==> src/rtl/robot_pkg.sv <==
// Shared drive-command codes and arbiter mode encoding for the robot datapath.
package robot_pkg;

  typedef enum logic [4:0] {
    STOP  = 5'b00000,
    FWD   = 5'b00001,
    REV   = 5'b00010,
    LEFT  = 5'b00100,
    RIGHT = 5'b01000,
    SPIN  = 5'b10000
  } motor_cmd_t;

  typedef enum logic [1:0] {
    AUTO   = 2'd0,
    MANUAL = 2'd1,
    SAFETY = 2'd2
  } arb_mode_t;

  localparam int unsigned CMD_W = 5;

  // True for the six defined drive codes; anything else is driven as STOP.
  function automatic logic cmd_is_valid(input logic [CMD_W-1:0] c);
    return (c == STOP) || (c == FWD) || (c == REV) ||
           (c == LEFT) || (c == RIGHT) || (c == SPIN);
  endfunction

endpackage

==> src/rtl/sync2.sv <==
// Two-flop synchronizer for a single asynchronous level input.
module sync2 (
  input  logic clk,
  input  logic reset,
  input  logic d,
  output logic q
);

  logic meta_q, meta_d;
  logic sync_q, sync_d;

  always_comb begin
    meta_d = d;
    sync_d = meta_q;
  end

  always_ff @(posedge clk) begin
    if (reset) begin
      meta_q <= 1'b0;
      sync_q <= 1'b0;
    end else begin
      meta_q <= meta_d;
      sync_q <= sync_d;
    end
  end

  assign q = sync_q;

endmodule

==> src/rtl/motor_cmd_arbiter.sv <==
// Selects the motor drive command from safety, IR-manual and autonomous sources
// and inserts a STOP dead time on every direct direction change.
module motor_cmd_arbiter
  import robot_pkg::*;
#(
  parameter int unsigned MANUAL_HOLD  = 25_000_000,
  parameter int unsigned DEAD_CYCLES  = 500_000,
  parameter int unsigned CLEAR_CYCLES = 2_500_000
) (
  input  logic       clk,
  input  logic       reset,
  input  logic [4:0] fsm_cmd,
  input  logic       ir_valid,
  input  logic [4:0] ir_cmd,
  input  logic       proximity,
  output logic [4:0] motor_cmd,
  output logic [1:0] mode,
  output logic       dead_active
);

  localparam int unsigned MW = (MANUAL_HOLD  > 0) ? $clog2(MANUAL_HOLD + 1)  : 1;
  localparam int unsigned DW = (DEAD_CYCLES  > 0) ? $clog2(DEAD_CYCLES + 1)  : 1;
  localparam int unsigned CW = (CLEAR_CYCLES > 0) ? $clog2(CLEAR_CYCLES + 1) : 1;

  typedef enum logic [0:0] {RUN = 1'b0, DEAD = 1'b1} state_t;

  logic          prox_s;
  logic [4:0]    ir_cmd_q, ir_cmd_d;
  logic [MW-1:0] manual_cnt_q, manual_cnt_d;
  logic [CW-1:0] clear_cnt_q, clear_cnt_d;
  logic [DW-1:0] dead_cnt_q, dead_cnt_d;
  state_t        state_q, state_d;
  logic [4:0]    motor_cmd_q, motor_cmd_d;
  arb_mode_t     mode_q, mode_d;
  logic          dead_active_q, dead_active_d;

  logic          manual_active;
  logic          fwd_blocked;
  logic [4:0]    req;
  logic [4:0]    target;

  sync2 u_prox_sync (
    .clk   (clk),
    .reset (reset),
    .d     (proximity),
    .q     (prox_s)
  );

  // Manual latch and safety clear-hold counters; a reload beats a decrement.
  always_comb begin
    ir_cmd_d     = ir_cmd_q;
    manual_cnt_d = manual_cnt_q;
    clear_cnt_d  = clear_cnt_q;
    if (ir_valid) begin
      ir_cmd_d     = ir_cmd;
      manual_cnt_d = MW'(MANUAL_HOLD);
    end else if (manual_cnt_q != '0) begin
      manual_cnt_d = manual_cnt_q - MW'(1);
    end
    if (prox_s) begin
      clear_cnt_d = CW'(CLEAR_CYCLES);
    end else if (clear_cnt_q != '0) begin
      clear_cnt_d = clear_cnt_q - CW'(1);
    end
  end

  // Request/target selection and next mode.
  always_comb begin
    manual_active = (manual_cnt_q != '0);
    fwd_blocked   = prox_s | (clear_cnt_q != '0);
    req           = manual_active ? ir_cmd_q : fsm_cmd;
    target        = req;
    if (!cmd_is_valid(req) || ((req == FWD) && fwd_blocked)) begin
      target = STOP;
    end
    if (fwd_blocked && (req == FWD)) begin
      mode_d = SAFETY;
    end else if (manual_active) begin
      mode_d = MANUAL;
    end else begin
      mode_d = AUTO;
    end
  end

  // Output FSM: direct changes through STOP are immediate, reversals get dead time.
  always_comb begin
    state_d     = state_q;
    motor_cmd_d = motor_cmd_q;
    dead_cnt_d  = dead_cnt_q;
    case (state_q)
      RUN: begin
        if (target != motor_cmd_q) begin
          if ((target == STOP) || (motor_cmd_q == STOP)) begin
            motor_cmd_d = target;
          end else begin
            motor_cmd_d = STOP;
            dead_cnt_d  = DW'(DEAD_CYCLES - 1);
            state_d     = DEAD;
          end
        end
      end
      DEAD: begin
        if (dead_cnt_q != '0) begin
          dead_cnt_d = dead_cnt_q - DW'(1);
        end else begin
          motor_cmd_d = target;
          state_d     = RUN;
        end
      end
      default: begin
        motor_cmd_d = STOP;
        state_d     = RUN;
      end
    endcase
    dead_active_d = (state_d == DEAD);
  end

  always_ff @(posedge clk) begin
    if (reset) begin
      ir_cmd_q      <= '0;
      manual_cnt_q  <= '0;
      clear_cnt_q   <= '0;
      dead_cnt_q    <= '0;
      state_q       <= RUN;
      motor_cmd_q   <= STOP;
      mode_q        <= AUTO;
      dead_active_q <= 1'b0;
    end else begin
      ir_cmd_q      <= ir_cmd_d;
      manual_cnt_q  <= manual_cnt_d;
      clear_cnt_q   <= clear_cnt_d;
      dead_cnt_q    <= dead_cnt_d;
      state_q       <= state_d;
      motor_cmd_q   <= motor_cmd_d;
      mode_q        <= mode_d;
      dead_active_q <= dead_active_d;
    end
  end

  assign motor_cmd   = motor_cmd_q;
  assign mode        = mode_q;
  assign dead_active = dead_active_q;

endmodule

==> config.mk <==
export PLATFORM = sky130hd
export DESIGN_NAME = motor_cmd_arbiter
export DESIGN_NICKNAME = d
export VERILOG_FILES = /design/src/rtl/robot_pkg.sv /design/src/rtl/sync2.sv /design/src/rtl/motor_cmd_arbiter.sv
export SDC_FILE = /design/constraint.sdc
export NUM_CORES = 1
export LEC_CHECK = 0
export CAP_MARGIN = 10
export CORE_MARGIN = 5
export CORE_UTILIZATION = 25
export CTS_CLUSTER_SIZE = 12
export DETAILED_ROUTE_END_ITERATION = 8
export GPL_TIMING_DRIVEN = 1
export PLACE_DENSITY = 0.49
export SLEW_MARGIN = 20
export SYNTH_ARGS = -nofsm -noshare
export SYNTH_HDL_FRONTEND = slang
export SYNTH_HIERARCHICAL = 1
export SYNTH_SLANG_ARGS = --single-unit
==> constraint.sdc <==
create_clock -name clk -period 3.9 [get_ports clk]
set_input_delay 0.39 -clock clk [delete_from_list [all_inputs] [get_ports clk]]
set_output_delay 0.39 -clock clk [all_outputs]
set_load 0.05 [all_outputs]
* Word-level counts from Yosys, hierarchy flattened
Cells that the tools add are included.
Storage, ports and cells: register bits 81, bits of input ports 14, output and inout port bits 8, logic and storage cells 69
Cells by class: add/subtract/negate cells 3, equal/unequal tests 10, muxes and demuxes 20, bitwise gates (word level) 2, reduce and logical (&&, ||, !) cells 22
Operators by type and width (number):
- $mux W19 | 3
- $mux W25 | 2
- $mux W22 | 2
- $pmux W19 S2 | 1
- $mux W5 | 5
- $reduce_bool A25 Y1 | 1
- $sub A25 B1 Y25 const B | 1
- $reduce_bool A22 Y1 | 1
- $sub A22 B1 Y22 const B | 1
- $reduce_bool A19 Y1 | 1
- $sub A19 B1 Y19 const B | 1
- $logic_not A5 Y1 | 3
- $pmux W5 S2 | 1
- $logic_or A1 B1 Y1 | 7
- $ne A2 B2 Y1 const B | 3
- $reduce_or A2 Y1 | 3
- $eq A5 B1 Y1 const B | 1
- $eq A5 B2 Y1 const B | 1
- $eq A5 B3 Y1 const B | 1
- $eq A5 B4 Y1 const B | 1
- $eq A5 B5 Y1 const B | 1
- $ne A5 B5 Y1 | 1
- $mux W1 | 4
- $reduce_bool A2 Y1 | 2
- other kinds (9) | 9

* Logic depth before layout (Yosys ltp)
depth after elaboration 16, depth in mapped cells 11, mapped depth without buffers 10

* Cells and area by module
The synthesis kept the hierarchy.
Modules (own cells, without submodules):
- motor_cmd_arbiter | instances 1, cells an instance 460, area each 3911.3 µm², sequential area each 1581.5 µm²
- sync2 | instances 1, cells an instance 4, area each 52.6 µm², sequential area each 40.0 µm²

* Worst setup path before layout
Ideal clock, no wire load.
kind register to register, from register manual_cnt_q[15], to register motor_cmd_q[4] (netlist: motor_cmd[4]), setup time 0.121 ns, arrival 3.049 ns, data required time 3.779 ns, path slack 0.730 ns, cell stages (with the launch flop) 11, buffers on the path 2, period minus slack after synthesis 3.170 ns, cells stage by stage dfxtp_1 -> or4_1 -> buf_2 -> nor3_4 -> and3_1 -> buf_6 -> mux2_1 -> a21oi_1 -> mux2_1 -> o21ai_4 -> mux2_4
On the way: word-level cells in the longest chain between the ends 16, elaborated cells on any way between the ends 26, classes of those cells eq/ne (7); mux (6); reduce/logical (13)
RTL lines:
- start: declaration | RTL line motor_cmd_arbiter.sv:29 | logic [MW-1:0] manual_cnt_q, manual_cnt_d;
- start signal: assignment | RTL line motor_cmd_arbiter.sv:130 | manual_cnt_q <= manual_cnt_d;
- $reduce_bool A25 Y1 (*) | RTL line motor_cmd_arbiter.sv:69 | manual_active = (manual_cnt_q != '0);
- $mux W5 (*) | RTL line motor_cmd_arbiter.sv:71 | req = manual_active ? ir_cmd_q : fsm_cmd;
- $eq A5 B1 Y1 / $logic_not A5 Y1 (equally long branches) | RTL line robot_pkg.sv:23, motor_cmd_arbiter.sv:73
- $logic_or A1 B1 Y1 (3 in series) | RTL line robot_pkg.sv:23 | return (c == STOP) || (c == FWD) || (c == REV) ||
- $logic_or A1 B1 Y1 (2 in series) | RTL line robot_pkg.sv:24 | (c == LEFT) || (c == RIGHT) || (c == SPIN);
- $logic_not A1 Y1 | RTL line motor_cmd_arbiter.sv:73 | if (!cmd_is_valid(req) || ((req == FWD) && fwd_blocked)) begin
- $logic_or A1 B1 Y1 | RTL line motor_cmd_arbiter.sv:73
- $mux W5 (*) | RTL line motor_cmd_arbiter.sv:73
- $logic_not A5 Y1 | RTL line motor_cmd_arbiter.sv:93 | if ((target == STOP) || (motor_cmd_q == STOP)) begin
- $logic_or A1 B1 Y1 | RTL line motor_cmd_arbiter.sv:93
- $mux W5 | RTL line motor_cmd_arbiter.sv:93
- $mux W5 | RTL line motor_cmd_arbiter.sv:92 | if (target != motor_cmd_q) begin
- $pmux W5 S2 | RTL line motor_cmd_arbiter.sv:90 | case (state_q)
- end signal: assignment | RTL line motor_cmd_arbiter.sv:134 | motor_cmd_q <= motor_cmd_d;
- end: declaration | RTL line motor_cmd_arbiter.sv:33 | logic [4:0] motor_cmd_q, motor_cmd_d;
Mark *: on every way between the ends. The rest lies on a longest branch, timed or not. The select of a mux whose other input is x is not followed. A chain may end at the register's enable or synchronous reset.

* Worst setup path after layout
Ends and elaborated chain as after synthesis.

==> qor.tcl <==
set qor(status) {finished clean}
set qor(setup.worst_path.start_class) {register}
set qor(drive_above_1_share_pct) 8.180
set qor(async_reset_ff_share_pct) 0
set qor(via_count_of_the_first_global_routing_pass) 3256
set qor(synth_edf_count) 0
set qor(floorplan.core_area_mm2) 0.01571
set qor(layout_worst_path_cycle_share_pct) 85.52
set qor(internal_reg_to_reg_setup_slack_ps) 560
set qor(synth.most_common_cell) {sky130_fd_sc_hd__dfxtp_1}
set qor(adder_cell_share_of_the_synthesized_area_pct) 1.263
set qor(post_drt_via_cell_ratio) 4.730
set qor(final_period_minus_worst_setup_slack_ps) 3335
set qor(synthSimpleGateAreaFrac_pct) 28.47
set qor(synth.cells.most_frequent) {sky130_fd_sc_hd__dfxtp_1, sky130_fd_sc_hd__nor2_1, sky130_fd_sc_hd__a21oi_1}
set qor(worst_setup_hold_path_clk_slew_ps) 60
set qor(grt_max_degree) 32
set qor(worst_skew_pair.late_latency_ps) 340
set qor(synthesized_area_fraction_occupied_by_ao_oa_aoi_and_oai_cells_pct) 10.76
set qor(end_kind) {register}
set qor(syn_inst) 464
set qor(via_count) 3335
set qor(tightest_slew_ps) 623.7
set qor(synth_seq_area_share_pct) 40.91
set qor(setup_total_negative_slack_ps) 0
set qor(h_tree_depth) 3
set qor(wl_um) 9041
set qor(synth_nets) 482
set qor(synth_top_family_by_area) {simple AND/OR/NAND/NOR gates}
set qor(post_synth_instance_area_mm2) 0.003964
set qor(fmaxAchievable_ghz) 0.2998
set qor(yosys_most_used_dff) {sky130_fd_sc_hd__dfxtp_1}
set qor(detail_route.iter0.violations) 180
set qor(crit_family) {simple AND/OR/NAND/NOR gates}
set qor(fp-row-count) 46
set qor(antenna_found_initial) 0
set qor(cp_data_arrival_time_ps) 3570
set qor(ant_nets) 0
set qor(diode_count) 0
set qor(post_synth_xor_area_fraction_pct) 11.27
set qor(design.final.nets) 502
set qor(floorplan.initialDensity_pct) 25.23
set qor(critPathSlowestCell) {sky130_fd_sc_hd__or4_1}
set qor(synth_top_cell_area_share_pct) 40.91
set qor(timing_max_transition_violations_final) 0
set qor(port-buffer-count) 21
set qor(setup_viol) 0
set qor(first_pass_iters) 5
set qor(area_growth_syn_to_layout_pct) 18.21
set qor(grt_first_pass_wirelength_um) 15620
set qor(finalHoldViolCount) 0
set qor(die_width_um) 135.9
set qor(share_of_synthesized_area_spent_on_multiplexers_pct) 4.514
set qor(post-cts-setup-buffer-count) 0
set qor(crit_path_max_fanout) 10
set qor(yosysWarnings) 6
set qor(worstPathRequired_ps) 4130
set qor(cts-root-buf) {sky130_fd_sc_hd__clkbuf_16}
set qor(report.power.total_mw) 3.040
set qor(synth.avg_cell_area_um2) 8.543
set qor(critPathBufInv) 1
set qor(ctsResizeCount) 0
set qor(clock_tree.buffer_depth) 2
set qor(leakage_nw) 1.704
set qor(area_of_the_die_mm2) 0.01847
set qor(rsz0062_at_grt) {false}
set qor(power_density_mw_per_mm2) 648.8
set qor(worst_hold_path_type) {register to register}
set qor(detailedPlacementHpwl_um) 6431
set qor(hold_buffers_post_cts) 0
set qor(worst_ir_drop_vdd_v) 0.0002311
set qor(critPathKind) {register to register}
set qor(routabilityCongestion) 0.8640
set qor(yosys-top-cells-area) {sky130_fd_sc_hd__dfxtp_1, sky130_fd_sc_hd__xnor2_1, sky130_fd_sc_hd__nor2_1, sky130_fd_sc_hd__a21oi_1, sky130_fd_sc_hd__xor2_1}
set qor(clock_sinks) 81
set qor(crit_chain) {or4_1 > nor3_4 > and3_1 > buf_4 > o21ai_0 > a21oi_1 > mux2_1 > o21ai_4 > mux2_4}
set qor(grt_usage_pct) 10.43
set qor(synth_top_cell_by_area) {sky130_fd_sc_hd__dfxtp_1}
set qor(chipHeight_um) 135.9
set qor(cts_tree) {done}
set qor(netlist-cell-type-count) 58
set qor(ios) 22
set qor(final.setup_skew_ps) 8.710
set qor(cp_slowest_stage_delay_ps) 680
set qor(number_of_synthesized_register_bits) 81
set qor(cts_buffer_count) 9
set qor(max_capacitance_violation_count) 0
set qor(timing.slew.headroom_pct) 58.27
set qor(grt_overflow_total) 0
set qor(remaining_drc_errors) 0
set qor(wl_per_cell_um) 12.82
[placed cells by master (no fill, tap or decap), types with 9 or more instances in the layout]
cell type and n:
sky130_fd_sc_hd__a21oi_1 41, sky130_fd_sc_hd__clkbuf_16 9, sky130_fd_sc_hd__clkdlybuf4s50_1 20, sky130_fd_sc_hd__dfxtp_1 81
sky130_fd_sc_hd__inv_1 10, sky130_fd_sc_hd__mux2i_1 13, sky130_fd_sc_hd__nand2_1 34, sky130_fd_sc_hd__nand2b_1 10
sky130_fd_sc_hd__nand3_1 11, sky130_fd_sc_hd__nand4_1 9, sky130_fd_sc_hd__nor2_1 58, sky130_fd_sc_hd__nor3_1 30
sky130_fd_sc_hd__nor4_1 15, sky130_fd_sc_hd__or3_1 10, sky130_fd_sc_hd__or4_1 9, sky130_fd_sc_hd__xnor2_1 33
sky130_fd_sc_hd__xor2_1 18
[where the power goes]
part / internal (mW) / switching (mW) / total, mW
logic: 0.484 / 0.590 / 1.07
clock network: 0.450 / 0.356 / 0.806
registers: 0.994 / 0.165 / 1.16
[state kept, by name, indices dropped and copies added, names as in the netlist]
signal              cells
mode                    2
clear_cnt_q            22
ir_cmd_q                5
motor_cmd               5
dead_cnt_q             19
u_prox_sync/meta_q      1
u_prox_sync/q           1
manual_cnt_q           25
dead_active             1
[per-stage QoR]
step	hold WS [ps]	setup WS (ps)	util, %	std cells	cell area (µm²)
floorplan	413.8	730.0	-	464	3964
global placement	421.2	664.4	28.02	689	4403
CTS	441.1	559.9	29.82	705	4686
finish	439.9	564.8	29.82	705	4686
detailed placement	425.6	571.5	28.02	689	4403
global route	462.4	331.2	29.82	705	4686
[final cells by class]
class                   instances  area (µm²)
clock buffers                  10       239.0
clock inverters                 6       43.79
fillers                      1645       11030
inverters                      10       37.54
multi-input cells             356        2231
flip-flops and latches         81        1622
well taps                     216       270.3
repair buffers                 26       242.7
[per-layer routing]
| metal | vias up | global-route usage (%) | wire length (µm) |
|---|---|---|---|
| met4 | 0 | 4.311 | 166 |
| met1 | 1601 | 13.19 | 4381 |
| met2 | 36 | 17.15 | 4221 |
| li1 | 1688 | - | - |
| met5 | - | 0 | 0 |
| met3 | 10 | 2.369 | 271 |
[worst paths after layout]
kind	from	end	cells after the start
setup / recovery	manual_cnt_q[15]	motor_cmd[4]	9
hold / removal	u_prox_sync/meta_q	u_prox_sync/q	1
setup reg to reg	manual_cnt_q[15]	motor_cmd[4]	9
hold reg to reg	u_prox_sync/meta_q	u_prox_sync/q	1
[cells by family (layout without fill, tap and decap cells)]
kind of cell / count (synthesis) / count (layout)
mux: 17 / 17
flops: 81 / 81
xor+xnor: 51 / 51
fa+ha+maj: 4 / 4
simple gates: 214 / 214
buf+inv: 27 / 52
compound gates: 70 / 70
Note: power is estimated with default switching activity, not from simulation.
